[config.mk]
export PLATFORM = sky130hd
export DESIGN_NAME = bargraph_level_driver
export DESIGN_NICKNAME = d
export VERILOG_FILES = /design/src/rtl/rotary_pkg.sv /design/src/rtl/detent_accumulator.sv /design/src/rtl/bargraph_level_driver.sv
export SDC_FILE = /design/constraint.sdc
export NUM_CORES = 1
export LEC_CHECK = 0
export CAP_MARGIN = 5
export CORE_MARGIN = 2
export CORE_UTILIZATION = 41
export CTS_CLUSTER_SIZE = 10
export DETAILED_ROUTE_END_ITERATION = 6
export PLACE_DENSITY = 0.77
export SYNTH_ARGS = -nofsm -noshare
export SYNTH_HDL_FRONTEND = slang
export SYNTH_HIERARCHICAL = 1
export SYNTH_SLANG_ARGS = --single-unit
export TNS_END_PERCENT = 100
[constraint.sdc]
create_clock -name Clk -period 3.3 [get_ports Clk]
set_clock_uncertainty 0.2 [all_clocks]
set_input_delay 0.66 -clock Clk [delete_from_list [all_inputs] [get_ports Clk]]
set_output_delay 0.66 -clock Clk [all_outputs]
set_load 0.03 [all_outputs]
[src/rtl/rotary_pkg.sv]
// rotary_pkg: shared defaults and helpers for the rotary bargraph datapath
package rotary_pkg;
    localparam int LEDS_DEFAULT = 8;
    localparam int STEPS_DEFAULT = 4;
    localparam logic MODE_BAR = 1'b0;
    localparam logic MODE_DOT = 1'b1;

    function automatic int level_width(input int leds);
        return $clog2(leds + 1);
    endfunction
endpackage

[src/rtl/detent_accumulator.sv]
// detent_accumulator: folds decoder step pulses into whole-detent step_up/step_down pulses
module detent_accumulator #(
    parameter int STEPS_PER_DETENT = rotary_pkg::STEPS_DEFAULT
) (
    input  logic Clk,
    input  logic Reset,
    input  logic Shift,
    input  logic Dir,
    output logic step_up,
    output logic step_down
);
    import rotary_pkg::*;

    localparam int SW = $clog2(STEPS_PER_DETENT) + 2;
    localparam logic signed [SW-1:0] TOP = SW'(STEPS_PER_DETENT - 1);
    localparam logic signed [SW-1:0] BOT = -TOP;
    localparam logic signed [SW-1:0] ONE = SW'(1);

    logic signed [SW-1:0] sub;

    // The pulse that would reach +/-STEPS_PER_DETENT fires the step and clears Sub in one edge
    assign step_up = Shift && Dir && (sub == TOP);
    assign step_down = Shift && !Dir && (sub == BOT);

    always_ff @(posedge Clk) begin
        if (Reset || step_up || step_down)
            sub <= '0;
        else if (Shift)
            sub <= Dir ? sub + ONE : sub - ONE;
    end
endmodule

[src/rtl/bargraph_level_driver.sv]
// bargraph_level_driver: detent-driven level counter with registered bar/dot LED decode
module bargraph_level_driver
    import rotary_pkg::*;
#(
    parameter int LEDS = LEDS_DEFAULT,
    parameter int STEPS_PER_DETENT = STEPS_DEFAULT,
    parameter int WRAP = 0,
    localparam int LW = level_width(LEDS)
) (
    input  logic            Clk,
    input  logic            Reset,
    input  logic            Shift,
    input  logic            Dir,
    input  logic            Mode,
    output logic [LEDS-1:0] Leds,
    output logic [LW-1:0]   Level,
    output logic            Limit
);
    localparam logic [LW-1:0] MAXL = LW'(LEDS);
    localparam logic [LW-1:0] ONE = LW'(1);

    logic up, dn, at_top, at_bot, lim_n;
    logic [LW-1:0] lvl_n;
    logic [LEDS-1:0] leds_n;

    detent_accumulator #(.STEPS_PER_DETENT(STEPS_PER_DETENT)) u_acc (
        .Clk(Clk),
        .Reset(Reset),
        .Shift(Shift),
        .Dir(Dir),
        .step_up(up),
        .step_down(dn)
    );

    always_comb begin
        at_top = Level == MAXL;
        at_bot = Level == '0;
        lvl_n = up ? (at_top ? ((WRAP != 0) ? '0 : Level) : Level + ONE)
              : dn ? (at_bot ? ((WRAP != 0) ? MAXL : Level) : Level - ONE)
              : Level;
        lim_n = (WRAP == 0) && ((up && at_top) || (dn && at_bot));
    end

    // Decode from the next-state level so Leds moves on the same edge as Level
    for (genvar i = 0; i < LEDS; i++) begin : g_dec
        assign leds_n[i] = (Mode == MODE_DOT) ? (lvl_n == LW'(i + 1)) : (LW'(i) < lvl_n);
    end

    always_ff @(posedge Clk) begin
        if (Reset) begin
            Level <= '0;
            Leds <= '0;
            Limit <= 1'b0;
        end else begin
            Level <= lvl_n;
            Leds <= leds_n;
            Limit <= lim_n;
        end
    end
endmodule

==> results of run 1 <==
[cell usage in the layout (no fill, tap or decap), types with 2 or more instances in the layout]
master / n
ha_1: 4
xnor2_1: 5
buf_4: 4
nor2_1: 10
and3_2: 2
clkdlybuf4s50_1: 17
a211oi_1: 2
and4bb_1: 2
inv_1: 5
a21oi_1: 3
nand3b_1: 2
nand2_1: 2
mux2_4: 2
o211ai_1: 2
clkbuf_4: 3
a21oi_2: 2
dfxtp_1: 17
mux2i_1: 2
or3b_1: 2
o32ai_1: 2
nand3_1: 6
a21o_1: 2
[final timing paths]
check                  to  depth (start not counted)
max               Leds[2]                          8
min          u_acc/sub[3]                          2
max reg2reg       Leds[2]                          7
min reg2reg  u_acc/sub[3]                          2
[stage by stage]
stage	instances	setup slack (ps)	hold WS (ps)	util	TNS, ps
6_report	152	240	322	0.522	0
5_1_grt	152	130	363	0.522	0
4_1_cts	152	267	323	0.522	0
3_5_place_dp	148	-45.1	305	0.509	-85.5
3_3_place_gp	148	64.4	294	0.509	0
2_1_floorplan	101	495	270	-	0
[layout make-up]
class	count	area, µm²	share of cell area
multi-input cells	75	631	0.501
flip-flops and latches	17	340	0.271
repair buffers	21	200	0.159
well taps	30	37.5	0.0299
clock buffers	3	22.5	0.0179
inverters	5	18.8	0.0149
clock inverters	1	7.51	0.00597
[worst min-delay path, cell delays in order, from the launching register on]
cell	delay [ps]
dfxtp_1	350
nand3_1	90
a21oi_2	50
[sequential cells by signal, summed over array words and instances (netlist names)]
register	cells
Leds	8
Level	4
u_acc/sub	4
Limit	1
[power groups by stage]
stage | Sequential, µW | Clock (µW) | Combinational (µW)
floorplan | 224 | 0 | 37.5
global placement | 224 | 0 | 50.8
detailed placement | 226 | 0 | 53.1
CTS | 221 | 121 | 53.4
global route | 222 | 127 | 59.5
finish | 220 | 115 | 52.6
[per-layer routing]
metal  up-vias  track usage  part of all wire  wire length (µm)
met5         -            0                 0                 0
met4         0       0.0769             0.013                27
met3         4       0.0500             0.039                79
met2        14        0.278              0.54              1080
met1       377        0.196              0.41               832
li1        408            -                 -                 -
[kinds of logic (layout without fill, tap and decap cells)]
kind of cell               Yosys count  after routing
and+or+nand+nor                     38             38
AOI/OAI and AO/OA                   21             21
DFF                                 17             17
buffers and inverters                9             30
muxes                                6              6
adders and majority gates            5              5
xor gates and xnor gates             5              5
==> impl_metrics.json, run 1 <==
{
  "status": "finished, final reports clean",
  "avgSynthCellArea_um2": 10.1,
  "numCtsBuffers": 3,
  "grt_max_degree": 17,
  "cp_num_buf_inv": 1,
  "cts_resized": 0,
  "maxSlewViolCount": 0,
  "die_w_um": 53.8,
  "power_leakage_uw": 0.000484,
  "hp-start": "u_acc/sub[3]",
  "routed_wl_um": 2020,
  "synth_xor_area_frac": 0.0431,
  "fin_crit_ps": 3060,
  "grtUsageTotal": 0.167,
  "avgViaCountPerCell": 5.28,
  "synth_compound_area_frac": 0.178,
  "cts_root_buf": "clkbuf_4",
  "clk_pin_slew_ps": 100,
  "num_rows": 18,
  "synth_top_area_share": 0.335,
  "cp-startpoint": "Dir",
  "critPathMaxFanout": 7,
  "fin_area_um2": 1260,
  "synth.most_common_cell": "dfxtp_1",
  "core_um2": 2410,
  "synth_top_family_by_area": "simple AND/OR/NAND/NOR gates",
  "grt_pass1_wl_um": 3420,
  "setup_viol": 0,
  "worstPathCellList": "clkdlybuf4s50_1, and4bb_1, and3_2, nor4b_2, mux2_4, mux2i_4, and2_4, mux2_1",
  "synth-simple-area-share": 0.247,
  "hold_buffers": 0,
  "nFillCells": 214,
  "startpoint_type": "primary input",
  "yosysTopAreaCell": "dfxtp_1",
  "p_int_uw": 285,
  "diodes": 0,
  "ios": 18,
  "cts_max_level": 1,
  "clk-insertion-delay-late_ps": 300,
  "ys_types": 46,
  "post_drt_wl_per_cell_um": 13.3,
  "first_pass_iters": 4,
  "synth_cells": 101,
  "critPathRequiredTime_ps": 3290,
  "max_slew_margin": 0.658,
  "antenna_found_initial": 0,
  "switching_share": 0.267,
  "drc": 0,
  "synth_ff_type": "dfxtp_1",
  "vias": 803,
  "synth_mux_area_frac": 0.0824,
  "globalplace.congestion": 0.837,
  "slowest_delay_ps": 460,
  "cts_tree": "built",
  "synth_warnings": 6,
  "drive_gt1_frac": 0.205,
  "maxCapViolCount": 0,
  "synth_area_um2": 1020,
  "ys_top_cells_by_area": "dfxtp_1, ha_1, xnor2_1",
  "design_power_total_uw": 388,
  "crit_type": "primary input to flip-flop",
  "clock_path_buffers": 2,
  "fp.dieH_um": 53.8,
  "start_util": 0.422,
  "fmax_ghz": 0.327,
  "hpwl_um": 1600,
  "hold_path_class": "flip-flop to flip-flop",
  "drt_iter0_markers": 10,
  "comb_power_share": 0.136,
  "area_delta_synth_final_pct": 23.6,
  "critPathArrivalTime_ps": 3050,
  "synth_commonest_cells": "dfxtp_1, nor2_1, nand3_1",
  "synth_nets": 111,
  "post-cts-setup-buffers": 0,
  "dpl_cell_area_um2": 1230,
  "nets": 133,
  "grt_overflow": 0,
  "finalCritPeriodShare": 0.927,
  "r2r_setup_slack_ps": 720,
  "worst_pin_slew_ps": 512,
  "dieArea_um2": 2900,
  "endpoint_kind": "flip-flop",
  "slowest_stage": "clkdlybuf4s50_1",
  "ir_drop_mv": 0.324,
  "hold_violations": 0,
  "grt_pass1_vias": 770,
  "synth-seq-area-share": 0.335,
  "synth-seq-cells": 17,
  "path_delay_family": "simple AND/OR/NAND/NOR gates",
  "p_per_area_nw_per_um2": 309,
  "numPortBuffers": 17,
  "pwr-share-seq": 0.568,
  "antenna_left": 0,
  "switching_power_uw": 103,
  "clock_sinks": 17,
  "synth_fa_ha_area_frac": 0.0689,
  "r2r_start": "u_acc/sub[1]",
  "synth_edf_count": 0,
  "rsz0062_at_grt": "no",
  "synthArstFlopShare": 0,
  "p_clk_frac": 0.296
}
No activity file was read; power rests on OpenSTA's default activity.
==> run 2, diff against run 1 <==
==> constraint.sdc (replaced) <==
create_clock -name Clk -period 3 [get_ports Clk]
set_clock_uncertainty 0.2 [all_clocks]
set_input_delay 0.6 -clock Clk [delete_from_list [all_inputs] [get_ports Clk]]
set_output_delay 0.6 -clock Clk [all_outputs]
set_load 0.03 [all_outputs]
==> run 2 against run 1 <==
Critical path type unchanged; wire length grew 1.3%; highest routed layer unchanged; utilization is 2.0 points higher; combinational power up 16%; largest cell class unchanged; hold slack got worse by 16 ps; critical path depth stayed put.
==> impl_metrics.json, run 2 (synthesis results as in run 1) <==
{
  "hold_violations": 0,
  "area_delta_synth_final_pct": 28.4,
  "min_path_cells": 2,
  "fin_crit_ps": 2900,
  "clk-insertion-delay-late_ps": 300,
  "holdPathEnd": "u_acc/sub[3]",
  "critPathMaxFanout": 7,
  "endpoint_kind": "flip-flop",
  "status": "finished, final reports clean",
  "routed_wl_um": 2050,
  "clk_pin_slew_ps": 100,
  "fin_area_um2": 1310,
  "r2r_setup_slack_ps": 500,
  "maxSlewViolCount": 0,
  "switching_share": 0.265,
  "rsz0062_at_grt": "no",
  "antenna_left": 0,
  "slowest_stage": "clkdlybuf4s50_1",
  "die_w_um": 53.8,
  "clock_path_buffers": 2,
  "clock_sinks": 17,
  "grt_pass1_vias": 791,
  "p_int_uw": 314,
  "worstPathCellList": "clkdlybuf4s50_1, and4bb_1, and3_4, nor4b_4, mux2_4, mux2i_4, and2_4, mux2_1",
  "setup_viol": 0,
  "maxCapViolCount": 0,
  "cts_resized": 0,
  "hold_buffers": 0,
  "post-cts-setup-buffers": 0,
  "vias": 818,
  "drc": 0,
  "fmax_ghz": 0.345,
  "finalCritPeriodShare": 0.967,
  "grt_overflow": 0,
  "power_leakage_uw": 0.000500,
  "r2r_end": "Leds[2]",
  "pwr-share-seq": 0.566,
  "layout_common_cells": "dfxtp_1, clkdlybuf4s50_1, nor2_1, buf_4, nand3_1",
  "comb_power_share": 0.142,
  "critPathArrivalTime_ps": 2880,
  "fp.dieH_um": 53.8,
  "drive_gt1_frac": 0.238,
  "core_um2": 2410,
  "grt_pass1_wl_um": 3390,
  "fin_setup_tns_ps": 0,
  "switching_power_uw": 113,
  "crit_type": "primary input to flip-flop",
  "ir_drop_mv": 0.457,
  "ios": 18,
  "r2r_start": "u_acc/sub[1]",
  "dpl_cell_area_um2": 1260,
  "avgViaCountPerCell": 5.24,
  "numPortBuffers": 17,
  "cp_num_buf_inv": 1,
  "num_rows": 18,
  "worst_pin_slew_ps": 552,
  "cts_max_level": 1,
  "antenna_found_initial": 0,
  "dieArea_um2": 2900,
  "largest-register": "Leds",
  "max_slew_margin": 0.631,
  "diodes": 0,
  "globalplace.congestion": 0.804,
  "cts_tree": "built",
  "post_drt_wl_per_cell_um": 13.1,
  "startpoint_type": "primary input",
  "first_pass_iters": 4,
  "hpwl_um": 1590,
  "drt_iter0_markers": 7,
  "hold_path_class": "flip-flop to flip-flop",
  "critPathRequiredTime_ps": 2980,
  "largest_reg_flops": 8,
  "path_delay_family": "simple AND/OR/NAND/NOR gates",
  "worst-r2r-cell-count": 7,
  "cts_root_buf": "clkbuf_4",
  "grtUsageTotal": 0.162,
  "numCtsBuffers": 3,
  "nFillCells": 210,
  "hp-start": "u_acc/sub[3]",
  "p_per_area_nw_per_um2": 327,
  "holdWs_ps": 305,
  "slowest_delay_ps": 450,
  "nets": 137,
  "top_regs": "Leds: 8 flops, Level: 4 flops, u_acc/sub: 4 flops",
  "p_clk_frac": 0.292,
  "start_util": 0.422,
  "grt_max_degree": 17
}
## run 2: layout make-up
class                   instances  area, µm²  share of cell area
clock inverters                 1       7.51             0.00575
inverters                       5       18.8              0.0144
multi-input cells              75        649               0.497
well taps                      30       37.5              0.0287
repair buffers                 25        230               0.176
flip-flops and latches         17        340               0.261
clock buffers                   3       22.5              0.0172
## run 2: stage by stage
step | power (µW) | instances | utilization | worst slack, ps
after global placement | 304 | 152 | 0.522 | -171
after global routing | 450 | 156 | 0.542 | 21.6
after CTS | 432 | 156 | 0.534 | 48.2
after detailed placement | 308 | 152 | 0.522 | -263
final | 428 | 156 | 0.542 | 99.5
after floorplan | 288 | 101 | - | 255
## run 2: worst max-delay path by stage
stage,from,endpoint,slack [ps],depth (start not counted)
global route,Dir,Leds[2],20,8
detailed placement,Dir,Leds[2],-260,8
global placement,Dir,Leds[2],-170,8
CTS,Dir,Leds[2],50,8
finish,Dir,Leds[2],100,8
floorplan,Dir,Leds[2],260,7
## run 2: power by group through the flow
stage,registers (µW),clock network [µW],logic [µW]
final,242,125,60.8
after global routing,243,139,68.4
after CTS,242,129,60.7
after detailed placement,248,0,60.3
after global placement,247,0,57.2
after floorplan,246,0,41.2
## run 2: worst min-delay path: cells and delay by family (launching register included)
kind / cells / cell delay [ps]
AOI/OAI and AO/OA: 1 / 50
and+or+nand+nor: 1 / 80
DFF: 1 / 340
## run 2: routing by layer
metal	track usage	up-vias	wire length, µm
li1	-	419	-
met1	0.181	384	859
met2	0.287	13	1100
met3	0.0583	2	79
met4	0.0427	0	8
met5	0	-	0
==> run 3, diff against run 2 <==
--- a/config.mk
+++ b/config.mk
@@ -6,11 +6,12 @@
 export NUM_CORES = 1
 export LEC_CHECK = 0
 export CAP_MARGIN = 5
-export CORE_MARGIN = 2
+export CORE_MARGIN = 3
 export CORE_UTILIZATION = 41
 export CTS_CLUSTER_SIZE = 10
 export DETAILED_ROUTE_END_ITERATION = 6
 export PLACE_DENSITY = 0.77
+export SKIP_LAST_GASP = 1
 export SYNTH_ARGS = -nofsm -noshare
 export SYNTH_HDL_FRONTEND = slang
 export SYNTH_HIERARCHICAL = 1
==> run 3 against run 2 <==
Cell area shrank 1.6%; via count grew 2.3%; combinational power is essentially flat; non-clock buffer count is the same; sequential power is essentially flat; register-to-register slack gained 20 ps; hold slack gained 8.3 ps; global-route usage shrank 1.5 points; die area grew 7.6%; first-iteration DRC count shrank 29%; clock-buffer cell count is the same; utilization grew 2.3 points; critical path type unchanged.
==> impl_metrics.json, run 3 (synthesis results as in run 1) <==
{
  "diodes": 0,
  "dp_cells": 150,
  "grt_pass1_wl_um": 3710,
  "fin_setup_tns_ps": 0,
  "cts_tree": "built",
  "drive_gt1_frac": 0.230,
  "finalCritPeriodShare": 0.961,
  "worst_pin_slew_ps": 561,
  "drt_iter0_markers": 5,
  "layout_common_cells": "dfxtp_1, clkdlybuf4s50_1, nor2_1, buf_4, nand3_1",
  "top_regs": "Leds: 8 flops, Level: 4 flops, u_acc/sub: 4 flops",
  "final_core_util": 0.565,
  "die_w_um": 55.8,
  "antenna_found_initial": 0,
  "startpoint_type": "primary input",
  "start_util": 0.447,
  "post-cts-setup-buffers": 0,
  "rsz0062_at_grt": "no",
  "maxCapViolCount": 0,
  "post_drt_wl_per_cell_um": 13.4,
  "area_delta_synth_final_pct": 26.3,
  "routed_wl_um": 2060,
  "ir_drop_mv": 0.378,
  "largest_reg_flops": 8,
  "avgViaCountPerCell": 5.44,
  "dieArea_um2": 3110,
  "nFillCells": 190,
  "grt_pass1_vias": 821,
  "num_rows": 17,
  "grt_max_degree": 17,
  "cts_resized": 0,
  "power_leakage_uw": 0.000503,
  "numCtsBuffers": 3,
  "max_slew_margin": 0.624,
  "maxSlewViolCount": 0,
  "clk-insertion-delay-late_ps": 300,
  "vias": 837,
  "critPathRequiredTime_ps": 2990,
  "setup_viol": 0,
  "final.setup.worst_slack_ps": 117,
  "core_um2": 2280,
  "nets": 137,
  "largest-register": "Leds",
  "antenna_left": 0,
  "clk_pin_slew_ps": 110,
  "critPathMaxFanout": 5,
  "design_power_total_uw": 433,
  "fin_crit_ps": 2880,
  "final_cells": 154,
  "clock_sinks": 17,
  "ios": 18,
  "place_ws_ps": -179,
  "globalplace.congestion": 0.786,
  "clock_path_buffers": 2,
  "numPortBuffers": 17,
  "grtUsageTotal": 0.147,
  "critPathArrivalTime_ps": 2870,
  "crit_type": "primary input to flip-flop",
  "hold_violations": 0,
  "endpoint_kind": "flip-flop",
  "drc": 0,
  "cts_max_level": 1,
  "hold_path_class": "flip-flop to flip-flop",
  "cts_root_buf": "clkbuf_4",
  "grt_overflow": 0,
  "hpwl_um": 1590,
  "fmax_ghz": 0.347,
  "hold_buffers": 0,
  "first_pass_iters": 4,
  "status": "finished, final reports clean",
  "fp.dieH_um": 55.8,
  "p_per_area_nw_per_um2": 337
}
-- run 3: changes by cell type in the layout (fill, tap and decap cells not counted) --
cell,delta
a221oi_1,+1
a221oi_2,-1
and3_2,+1
and3_4,-1
nor4b_2,+1
nor4b_4,-1
-- run 3: power breakdown --
part           switching, µW  leakage [µW]  internal [µW]  total [µW]
sequential              9.42      0.000138            233         242
clock                   78.7     0.0000139           50.9         130
combinational           29.9      0.000351           30.9        60.8
total                    118      0.000503            315         433
-- run 3: metal layers --
metal  routed length, µm  track usage  share of wire  vias up
li1                    -            -              -      421
met1                 888        0.173           0.43      404
met2                1090        0.264           0.53       10
met3                  67       0.0418          0.033        2
met4                  13       0.0305         0.0063        0
met5                   0            0              0        -
-- run 3: worst paths after layout --
| kind | start | slack [ps] | cells past startpoint | to |
|---|---|---|---|---|
| worst max-delay path | Dir | 120 | 8 | Leds[6] |
| worst max register to register | u_acc/sub[1] | 520 | 7 | Leds[6] |
| worst min register to register | u_acc/sub[3] | 310 | 2 | u_acc/sub[3] |
| worst min-delay path | u_acc/sub[3] | 310 | 2 | u_acc/sub[3] |
-- run 3: metrics by stage --
| step | instance area (µm²) | hold WS (ps) |
|---|---|---|
| final | 1280 | 314 |
| after global routing | 1280 | 347 |
| after CTS | 1280 | 316 |
| after detailed placement | 1250 | 297 |
| after global placement | 1250 | 292 |
| after floorplan | 1020 | 270 |
-- run 3: critical path: stages --
cell and delay [ps]:
clkdlybuf4s50_1 450, and4bb_1 310, and3_2 190, nor4b_2 230, mux2_4 340, mux2i_4 200
or3b_1 370, o32ai_1 170
-- run 3: final cells by class --
| cell class | instances | area (µm²) | area share |
|---|---|---|---|
| multi-input combinational | 75 | 631 | 0.491 |
| sequential | 17 | 340 | 0.265 |
| timing repair buffer | 25 | 230 | 0.179 |
| tap | 28 | 35.0 | 0.0273 |
| clock buffer | 3 | 22.5 | 0.0175 |
| inverter | 5 | 18.8 | 0.0146 |
| clock inverter | 1 | 7.51 | 0.00584 |
